==> src/rtl/mem_access_pkg.sv <==
// Shared definitions for the data-memory access stage: op bit positions,
// FSM state encoding, bus size codes and small op-decoding helpers.
package mem_access_pkg;

    // Bit positions inside the one-hot op vector {LB,LBU,LH,LHU,LW,SB,SH,SW}
    localparam int OP_W   = 8;
    localparam int OP_SW  = 0;
    localparam int OP_SH  = 1;
    localparam int OP_SB  = 2;
    localparam int OP_LW  = 3;
    localparam int OP_LHU = 4;
    localparam int OP_LH  = 5;
    localparam int OP_LBU = 6;
    localparam int OP_LB  = 7;

    // data_sram_size encodings
    localparam logic [1:0] SIZE_BYTE = 2'd0;
    localparam logic [1:0] SIZE_HALF = 2'd1;
    localparam logic [1:0] SIZE_WORD = 2'd2;

    // Access FSM states
    typedef enum logic [2:0] {
        ST_IDLE   = 3'd0,
        ST_REQ    = 3'd1,
        ST_WAIT   = 3'd2,
        ST_DONE   = 3'd3,
        ST_CANCEL = 3'd4
    } state_t;

    // Access width of an op; anything that is not a half or word op is a byte op
    function automatic logic [1:0] op_size(input logic [OP_W-1:0] op);
        logic [1:0] size;
        size = SIZE_BYTE;
        if (op[OP_LW] || op[OP_SW]) begin
            size = SIZE_WORD;
        end else if (op[OP_LH] || op[OP_LHU] || op[OP_SH]) begin
            size = SIZE_HALF;
        end
        return size;
    endfunction

    function automatic logic op_is_store(input logic [OP_W-1:0] op);
        return op[OP_SB] | op[OP_SH] | op[OP_SW];
    endfunction

    function automatic logic op_is_signed(input logic [OP_W-1:0] op);
        return op[OP_LB] | op[OP_LH];
    endfunction

    // Halves must sit on even addresses, words on multiples of four
    function automatic logic is_misaligned(input logic [OP_W-1:0] op,
                                           input logic [1:0]      addr_lo);
        logic mis;
        case (op_size(op))
            SIZE_HALF: mis = addr_lo[0];
            SIZE_WORD: mis = |addr_lo;
            default:   mis = 1'b0;
        endcase
        return mis;
    endfunction

endpackage

==> src/rtl/mem_access_load_extract.sv <==
// Picks the addressed byte/half out of the returned read word and extends it
// to 32 bits. Purely combinational; stores produce zero.
module mem_access_load_extract
    import mem_access_pkg::*;
(
    input  logic [1:0]  size,
    input  logic        sign_ext,
    input  logic        is_load,
    input  logic [1:0]  byte_off,
    input  logic [31:0] rdata,
    output logic [31:0] result
);

    logic [7:0]  byte_sel;
    logic [15:0] half_sel;

    // Lane selection: byte by the low two address bits, half by address bit 1
    always_comb begin
        byte_sel = rdata[7:0];
        case (byte_off)
            2'd1:    byte_sel = rdata[15:8];
            2'd2:    byte_sel = rdata[23:16];
            2'd3:    byte_sel = rdata[31:24];
            default: byte_sel = rdata[7:0];
        endcase
        half_sel = byte_off[1] ? rdata[31:16] : rdata[15:0];
    end

    // Extension to 32 bits; the word case passes the read data through
    always_comb begin
        result = '0;
        if (is_load) begin
            case (size)
                SIZE_BYTE: result = {{24{sign_ext & byte_sel[7]}}, byte_sel};
                SIZE_HALF: result = {{16{sign_ext & half_sel[15]}}, half_sel};
                default:   result = rdata;
            endcase
        end
    end

endmodule

==> src/rtl/mem_access.sv <==
// MEM-stage data memory access unit. Takes one load/store from EX, checks
// alignment, runs a single request/response transaction on the data SRAM
// bus and presents the (extended) load result or address exception.
//
// Handshakes: a transfer happens on a rising edge where valid and ready are
// both high; a producer holding valid keeps its payload stable until then.
// in_valid/in_ready additionally require flush=0, because a flushed EX
// instruction is squashed. On the SRAM side data_sram_req/addr_ok form the
// address handshake; data_ok is a one-cycle response pulse.
module mem_access
    import mem_access_pkg::*;
(
    input  logic              clk,
    input  logic              reset,
    input  logic              in_valid,
    output logic              in_ready,
    input  logic [OP_W-1:0]   op,
    input  logic [31:0]       address,
    input  logic [31:0]       store_data,
    input  logic              flush,
    output logic              data_sram_req,
    output logic              data_sram_wr,
    output logic [1:0]        data_sram_size,
    output logic [31:0]       data_sram_addr,
    output logic [3:0]        data_sram_wstrb,
    output logic [31:0]       data_sram_wdata,
    input  logic              data_sram_addr_ok,
    input  logic              data_sram_data_ok,
    input  logic [31:0]       data_sram_rdata,
    output logic              out_valid,
    input  logic              out_ready,
    output logic [31:0]       load_result,
    output logic              exc_adel,
    output logic              exc_ades,
    output logic [31:0]       bad_vaddr,
    output state_t            dbg_state
);

    state_t            state_q, state_d;
    logic [OP_W-1:0]   op_q, op_d;
    logic [31:0]       addr_q, addr_d;
    logic [31:0]       data_q, data_d;
    logic              addr_done_q, addr_done_d;
    logic [31:0]       load_result_q, load_result_d;
    logic              exc_adel_q, exc_adel_d;
    logic              exc_ades_q, exc_ades_d;
    logic [31:0]       bad_vaddr_q, bad_vaddr_d;

    logic              accept;
    logic              in_misaligned;
    logic              in_store;
    logic [31:0]       extract_result;

    assign in_misaligned = is_misaligned(op, address[1:0]);
    assign in_store      = op_is_store(op);
    assign accept        = in_valid && in_ready && !flush;

    mem_access_load_extract u_load_extract (
        .size     (op_size(op_q)),
        .sign_ext (op_is_signed(op_q)),
        .is_load  (!op_is_store(op_q)),
        .byte_off (addr_q[1:0]),
        .rdata    (data_sram_rdata),
        .result   (extract_result)
    );

    // State register; reset drops any in-flight transaction
    always_ff @(posedge clk or posedge reset) begin
        if (reset) begin
            state_q <= ST_IDLE;
        end else begin
            state_q <= state_d;
        end
    end

    // Next-state logic
    always_comb begin
        state_d = state_q;
        case (state_q)
            ST_IDLE: begin
                if (accept) begin
                    state_d = in_misaligned ? ST_DONE : ST_REQ;
                end
            end
            ST_REQ: begin
                if (flush) begin
                    state_d = ST_CANCEL;
                end else if (data_sram_addr_ok) begin
                    state_d = ST_WAIT;
                end
            end
            ST_WAIT: begin
                // A flush coinciding with the response has nothing left to drain
                if (data_sram_data_ok) begin
                    state_d = flush ? ST_IDLE : ST_DONE;
                end else if (flush) begin
                    state_d = ST_CANCEL;
                end
            end
            ST_DONE: begin
                if (flush) begin
                    state_d = ST_IDLE;
                end else if (out_ready) begin
                    if (accept) begin
                        state_d = in_misaligned ? ST_DONE : ST_REQ;
                    end else begin
                        state_d = ST_IDLE;
                    end
                end
            end
            ST_CANCEL: begin
                // Only the response belonging to an already-accepted address counts
                if (addr_done_q && data_sram_data_ok) begin
                    state_d = ST_IDLE;
                end
            end
            default: state_d = ST_IDLE;
        endcase
    end

    // Outputs decoded from the state and the latched instruction
    always_comb begin
        in_ready        = (state_q == ST_IDLE) || ((state_q == ST_DONE) && out_ready);
        out_valid       = (state_q == ST_DONE);
        data_sram_req   = (state_q == ST_REQ) || ((state_q == ST_CANCEL) && !addr_done_q);
        data_sram_wr    = op_is_store(op_q);
        data_sram_size  = op_size(op_q);
        data_sram_addr  = addr_q;
        data_sram_wstrb = 4'b0000;
        data_sram_wdata = data_q;
        case (op_size(op_q))
            SIZE_BYTE: begin
                data_sram_wstrb = 4'b0001 << addr_q[1:0];
                data_sram_wdata = {4{data_q[7:0]}};
            end
            SIZE_HALF: begin
                data_sram_wstrb = addr_q[1] ? 4'b1100 : 4'b0011;
                data_sram_wdata = {2{data_q[15:0]}};
            end
            default: begin
                data_sram_wstrb = 4'b1111;
                data_sram_wdata = data_q;
            end
        endcase
        if (!op_is_store(op_q)) begin
            data_sram_wstrb = 4'b0000;
        end
        load_result = load_result_q;
        exc_adel    = exc_adel_q;
        exc_ades    = exc_ades_q;
        bad_vaddr   = bad_vaddr_q;
        dbg_state   = state_q;
    end

    // Next values for the latched instruction and the result registers
    always_comb begin
        op_d          = op_q;
        addr_d        = addr_q;
        data_d        = data_q;
        addr_done_d   = addr_done_q;
        load_result_d = load_result_q;
        exc_adel_d    = exc_adel_q;
        exc_ades_d    = exc_ades_q;
        bad_vaddr_d   = bad_vaddr_q;

        if (accept) begin
            op_d          = op;
            addr_d        = address;
            data_d        = store_data;
            addr_done_d   = 1'b0;
            load_result_d = '0;
            exc_adel_d    = in_misaligned && !in_store;
            exc_ades_d    = in_misaligned && in_store;
            bad_vaddr_d   = in_misaligned ? address : 32'h0;
        end

        // Remember an accepted address so a later cancel knows a response is owed
        if (((state_q == ST_REQ) || (state_q == ST_CANCEL)) && data_sram_req && data_sram_addr_ok) begin
            addr_done_d = 1'b1;
        end

        if ((state_q == ST_WAIT) && data_sram_data_ok && !flush) begin
            load_result_d = extract_result;
        end
    end

    // Datapath registers
    always_ff @(posedge clk or posedge reset) begin
        if (reset) begin
            op_q          <= '0;
            addr_q        <= '0;
            data_q        <= '0;
            addr_done_q   <= 1'b0;
            load_result_q <= '0;
            exc_adel_q    <= 1'b0;
            exc_ades_q    <= 1'b0;
            bad_vaddr_q   <= '0;
        end else begin
            op_q          <= op_d;
            addr_q        <= addr_d;
            data_q        <= data_d;
            addr_done_q   <= addr_done_d;
            load_result_q <= load_result_d;
            exc_adel_q    <= exc_adel_d;
            exc_ades_q    <= exc_ades_d;
            bad_vaddr_q   <= bad_vaddr_d;
        end
    end

endmodule
==> config.mk <==
export PLATFORM = sky130hd
export DESIGN_NAME = mem_access
export DESIGN_NICKNAME = d
export VERILOG_FILES = /design/src/rtl/mem_access_pkg.sv /design/src/rtl/mem_access_load_extract.sv /design/src/rtl/mem_access.sv
export SDC_FILE = /design/constraint.sdc
export NUM_CORES = 1
export LEC_CHECK = 0
export ABC_AREA = 1
export CAP_MARGIN = 15
export CORE_UTILIZATION = 46
export CTS_CLUSTER_DIAMETER = 30
export CTS_CLUSTER_SIZE = 14
export DETAILED_ROUTE_END_ITERATION = 6
export PLACE_DENSITY = 0.82
export SETUP_SLACK_MARGIN = 0.4
export SYNTH_ARGS = -nofsm -noshare
export SYNTH_HDL_FRONTEND = slang
export SYNTH_HIERARCHICAL = 1
export SYNTH_SLANG_ARGS = --single-unit
==> constraint.sdc <==
create_clock -name clk -period 5.2 [get_ports clk]
set_input_delay 0.78 -clock clk [delete_from_list [all_inputs] [get_ports clk]]
set_output_delay 0.78 -clock clk [all_outputs]
set_load 0.1 [all_outputs]
== Yosys cells after proc, flatten, opt, wreduce, memory -nomap -nowiden ==
Cells that the tools add are included.
W data, S select, Z words.

* Mux-type cells: 30
* Reduce and logical (&&, ||, !) cells: 29
* Bitwise gates (word level): 7
* Eq/ne operators: 15
* Shift-type cells: 1

{| class="wikitable"
|+ Operator list
! kind !! number
|-
| $mux W32 || 4
|-
| $pmux W32 S2 || 2
|-
| $mux W3 || 8
|-
| $pmux W8 S3 || 1
|-
| $mux W16 || 1
|-
| $pmux W3 S5 || 1
|-
| $logic_and A1 B1 Y1 || 11
|-
| $mux W2 || 5
|-
| $logic_or A1 B1 Y1 || 9
|-
| $mux W4 || 2
|-
| $pmux W4 S2 || 1
|-
| $eq A2 B1 Y1 const B || 3
|-
| $eq A2 B2 Y1 const B || 3
|-
| $eq A3 B2 Y1 const B || 2
|-
| $ne A3 B3 Y1 const B || 2
|-
| $or A1 B1 Y1 || 5
|-
| $reduce_and A5 Y1 || 1
|-
| $mux W1 || 4
|-
| $ne A2 B2 Y1 const B || 2
|-
| $reduce_bool A2 Y1 || 2
|-
| $shl A1 B2 Y4 const A || 1
|-
| $eq A3 B1 Y1 const B || 1
|-
| $eq A3 B3 Y1 const B || 1
|-
| $logic_not A1 Y1 || 3
|-
| other kinds (6) || 7
|}

* Logic and storage cells: 91
* Flip-flop bits (word level): 142
* Input bits: 111

== Logic depth before layout (Yosys ltp) ==
* Depth after elaboration: 11
* Depth in mapped cells: 13

== By module ==
The synthesis kept the hierarchy.

{| class="wikitable"
|+ Modules (own cells, without submodules)
! module !! area an instance (um^2) !! instances !! cells an instance !! seq. area each (um^2)
|-
| mem_access || 6154.7 || 1 || 750 || 3528.4
|-
| mem_access_load_extract || 1021.0 || 1 || 197 || 0.0
|}

== Least setup slack after synthesis ==
No wires, ideal clock.

* Kind: reg-to-output
* Start: reg state_q[0], in the netlist dbg_state[0]
* End: out data_sram_req
* Data arrival time: 3.349 ns
* Cell stages (with the launch flop): 4
* Path buffers: 0
* Setup slack: 1.071 ns
* Cells stage by stage: dfrtp_1 -> nor2_1 -> nand2_1 -> o21ai_0

* Longest elaborated chain between the ends: 3

{| class="wikitable"
|+ Ends and longest elaborated chain
! what !! line !! text
|-
| start: declaration || mem_access.sv:39 || <nowiki>state_t state_q, state_d;</nowiki>
|-
| start signal: assignment || mem_access.sv:72 || <nowiki>state_q <= state_d;</nowiki>
|-
| $eq A3 B3 Y1 || mem_access.sv:125 || <nowiki>data_sram_req = (state_q == ST_REQ) || ((state_q == ST_CANCEL) && !addr_done_q);</nowiki>
|-
| $logic_and A1 B1 Y1 || mem_access.sv:125 ||
|-
| $logic_or A1 B1 Y1 (*) || mem_access.sv:125 ||
|-
| end: declaration || mem_access.sv:21 || <nowiki>output logic data_sram_req,</nowiki>
|}

Every way passes the cells marked *; elsewhere a longest branch is shown, timed or not.

== Final worst setup path ==
* Start: reg op_q[0]
* End: out data_sram_wstrb[2]

* Longest elaborated chain between the ends: 5

{| class="wikitable"
|+ Ends and longest elaborated chain
! what !! line !! text
|-
| start: declaration || mem_access.sv:40 || <nowiki>logic [OP_W-1:0] op_q, op_d;</nowiki>
|-
| start signal: assignment || mem_access.sv:199 || <nowiki>op_q <= op_d;</nowiki>
|-
| $logic_or A1 B1 Y1 || mem_access_pkg.sv:34 || <nowiki>if (op[OP_LW] || op[OP_SW]) begin</nowiki>
|-
| $mux W2 || mem_access_pkg.sv:34 ||
|-
| $eq A2 B1 Y1 / $logic_not A2 Y1 (equally long branches) || mem_access.sv:131 || <nowiki>case (op_size(op_q))</nowiki>
|-
| $pmux W4 S2 || mem_access.sv:131 ||
|-
| $mux W4 (*) || mem_access.sv:145 || <nowiki>if (!op_is_store(op_q)) begin</nowiki>
|-
| end: declaration || mem_access.sv:25 || <nowiki>output logic [3:0] data_sram_wstrb,</nowiki>
|}

Marks and branches as above.

==> results.rst <==
.. list-table::
   :header-rows: 1

   * - Metric
     - Value
   * - Post-DP Area
     - 0.00960 mm²
   * - Warning count from the yosys run
     - 6
   * - Status
     - finished clean
   * - Clock-pin slew on the worst setup and hold paths
     - 0.06 ns
   * - Per-instance average area after synthesis
     - 7.58 µm²
   * - Setup Fix Bufs, Post-CTS
     - 0
   * - Cells resized by post-CTS repair
     - 0
   * - Worst Reg2Reg Path Length in Cells
     - 12
   * - Number of distinct standard cells referenced by the synthesized netlist
     - 33
   * - Relative area change from synthesis to final layout
     - 42.4%
   * - Initial Utilization
     - 47.2%
   * - Vias
     - 7162
   * - Number of flip-flops and latches in the synthesized netlist
     - 141
   * - Critical-path cell list
     - nor2_1, buf_4, nand3_1, clkinv_1, nand2_1, nand2_1, a21oi_1, clkdlybuf4s50_1
   * - Worst-skew pair later-pin latency
     - 0.42 ns
   * - Worst Setup Slack, final
     - 1.17 ns
   * - Post-synth ARST share
     - 100%
   * - Number of routed nets with antenna violations
     - 0
   * - Area fraction of the dominant cell type after synthesis
     - 49.2%
   * - Leading cell type by number of instances after synthesis
     - sky130_fd_sc_hd__nand2_1
   * - Die span in x
     - 127 µm
   * - Std-Cell Rows
     - 45
   * - Crit path max-delay cell type
     - sky130_fd_sc_hd__clkdlybuf4s50_1
   * - Number of global-route vias before repair
     - 6769
   * - DRT Pass-1 Iters
     - 6
   * - Largest net degree at the start of global routing
     - 89
   * - Port bufs
     - 252
   * - Largest fanout of any net on the critical path
     - 14
   * - Final wirelength
     - 22100 µm
   * - WP data required
     - 4.42 ns
   * - Diode insertion count for antenna repair
     - 0
   * - Full die area
     - 0.0161 mm²
   * - Mux cell area share after synthesis
     - 0%
   * - Final Cycle Share
     - 77.4%
   * - Share of post-route cells with drive strength above 1
     - 7.04%
   * - Drt first-iter violations
     - 689
   * - Setup skew after layout
     - 0.00889 ns
   * - Total grt overflow
     - 0
   * - Adder-cell area share of the yosys netlist
     - 0%
   * - Number of setup violations in the final report
     - 0
   * - Type of destination of the critical path
     - primary output
   * - Final routed wire length divided by cell count
     - 16.2 µm
   * - Largest cells by area after synthesis
     - sky130_fd_sc_hd__dfrtp_1, sky130_fd_sc_hd__nand2_1, sky130_fd_sc_hd__nand3_1
   * - Number of enable-type register cells in the synthesized netlist
     - 0
   * - Post-synthesis cell count
     - 947
   * - CTS root buf
     - sky130_fd_sc_hd__clkbuf_16
   * - Sequential element share of the synthesized area
     - 49.2%
   * - Post-synthesis share of cell area spent on and, or, nand and nor gates
     - 37.0%
   * - Commonest register cell after synthesis
     - sky130_fd_sc_hd__dfrtp_1
   * - Headroom to the max-slew limit
     - 31.5%
   * - Most frequent cell on the critical path
     - sky130_fd_sc_hd__nand2_1
   * - Launching point of the worst reg2reg path
     - op_q[0]$_DFFE_PP0P_
   * - Launch point of the worst hold path
     - op_q[7]$_DFFE_PP0P_
   * - Final weighted congestion of routability-driven global placement
     - 0.890
   * - Antenna violations before repair
     - 0
   * - Area of the core
     - 0.0152 mm²
   * - Number of pins with negative max-slew slack in the final report
     - 0
   * - Largest stage delay on the critical path
     - 1.17 ns
   * - Final nets
     - 1278
   * - Cell types with the highest counts after synthesis
     - sky130_fd_sc_hd__nand2_1, sky130_fd_sc_hd__dfrtp_1, sky130_fd_sc_hd__nand3_1, sky130_fd_sc_hd__nor2_1, sky130_fd_sc_hd__o21ai_0
   * - Mean number of vias per cell
     - 5.24
   * - Hold violation total from the final report
     - 0
   * - Vertical die dimension
     - 127 µm
   * - Post-route DRC
     - 0
   * - Class of the tightest hold or removal check
     - reg -> reg
   * - Slew at the pin closest to its max-slew limit
     - 1.02 ns
   * - WP data arrival
     - 3.25 ns
   * - Maximum clock frequency
     - 248 MHz
   * - Clock tree from TritonCTS
     - built
   * - Worst Setup SP
     - op_q[0]$_DFFE_PP0P_
   * - CTS Buf Count
     - 17
   * - Startpoint-to-endpoint class of the critical path
     - reg -> out
   * - Compound-cell area share of the yosys netlist
     - 6.73%
   * - XOR/XNOR Fraction of Synth Area
     - 0%
   * - Dominant combinational cell family by area after synthesis
     - simple AND/OR/NAND/NOR gates
   * - Cell area after layout
     - 0.0102 mm²
   * - # IOs
     - 254
   * - Syn nets
     - 1058
   * - CTS Hold Bufs
     - 0
   * - Cell taking the most area after synthesis
     - sky130_fd_sc_hd__dfrtp_1
   * - First-pass GRT wire length
     - 34500 µm
   * - Endpoint of the worst setup timing path
     - data_sram_wstrb[2]
   * - Sum of net half-perimeters after detailed placement
     - 14900 µm
   * - Synthesized area
     - 0.00718 mm²
   * - Placement-stage worst setup slack
     - 1.66 ns
   * - Max-Cap Viols
     - 0
   * - Kind of start point of the critical path
     - register
   * - Endpoint of the lowest-slack register-to-register path
     - load_result[17]$_DFFE_PP0P_
   * - Unrepaired setup endpoints after global routing
     - no
   * - Final total negative setup slack
     - 0 ns
   * - Min Clock Period, post-route
     - 4.03 ns
   * - Maximum count of clock buffers along a single path
     - 2
   * - H-tree depth reported by CTS
     - 4
   * - Flop2flop setup slack
     - 2.03 ns
   * - Number of sinks driven by the clock tree
     - 141
   * - Overall track demand over capacity in global routing
     - 27.7%
cell type report:
type / count / area, µm²
timing repair buffer: 260 / 2560
clock inverter: 9 / 135
sequential: 141 / 3530
multi-input combinational: 713 / 3140
tap: 188 / 235
fill: 1244 / 4980
inverter: 34 / 138
clock buffer: 22 / 484
placed cells by master (no fill, tap or decap), types with 7 or more instances in the layout:
cell type                         count
sky130_fd_sc_hd__nand2_1            458
sky130_fd_sc_hd__clkdlybuf4s50_1    242
sky130_fd_sc_hd__dfrtp_1            141
sky130_fd_sc_hd__nand3_1            103
sky130_fd_sc_hd__nor2_1              37
sky130_fd_sc_hd__o21ai_0             36
sky130_fd_sc_hd__inv_1               27
sky130_fd_sc_hd__o21ai_1             19
sky130_fd_sc_hd__buf_4               18
sky130_fd_sc_hd__clkbuf_16           17
sky130_fd_sc_hd__a21oi_1             14
sky130_fd_sc_hd__nor2_4              12
sky130_fd_sc_hd__o211ai_1             7
kinds of logic after synthesis:
group | count (synthesis)
AO/OA/AOI/OAI | 84
buffers and inverters | 93
flip-flops | 141
AND/OR/NAND/NOR | 629
metrics by stage:
step	cells	util (%)	hold WS, ns
after global routing	1367	67.2	0.482
after detailed placement	1336	63.1	0.455
after global placement	1336	63.1	0.452
after floorplan	947	-	0.434
after CTS	1367	67.2	0.469
final	1367	67.2	0.467
flip-flops by register name, summed over array words and instances (netlist names):
name,cells
addr_done_q,1
exc_adel,1
load_result,32
dbg_state,3
exc_ades,1
data_q,32
op_q,7
data_sram_addr,32
bad_vaddr,32
per-layer routing:
metal | track usage [%] | vias to the layer above | share of wire [%]
met2 | 43.1 | 324 | 46
met4 | 13.0 | 0 | 3.5
met3 | 9.78 | 55 | 9.5
met1 | 34.4 | 3350 | 41
met5 | 0 | - | 0
li1 | - | 3433 | -
worst max-delay path: cells and delay by family (launching register included):
kind	cells	cell delay, ns
buffers and inverters	3	1.73
and+or+nand+nor	4	0.59
DFF	1	0.37
AOI/OAI and AO/OA	1	0.13
worst min-delay path by stage:
| stage | to | cells after the start | slack [ns] |
|---|---|---|---|
| 6_report | op_q[7]$_DFFE_PP0P_ | 2 | 0.47 |
| 5_1_grt | load_result[24]$_DFFE_PP0P_ | 2 | 0.48 |
| 4_1_cts | op_q[7]$_DFFE_PP0P_ | 2 | 0.47 |
| 3_5_place_dp | op_q[7]$_DFFE_PP0P_ | 2 | 0.46 |
| 3_3_place_gp | load_result[16]$_DFFE_PP0P_ | 2 | 0.45 |
| 2_1_floorplan | op_q[7]$_DFFE_PP0P_ | 2 | 0.43 |
Power is left out: the tool's default activity adds up to more than one toggle a clock period on the data nets, which glitch-free logic cannot reach.
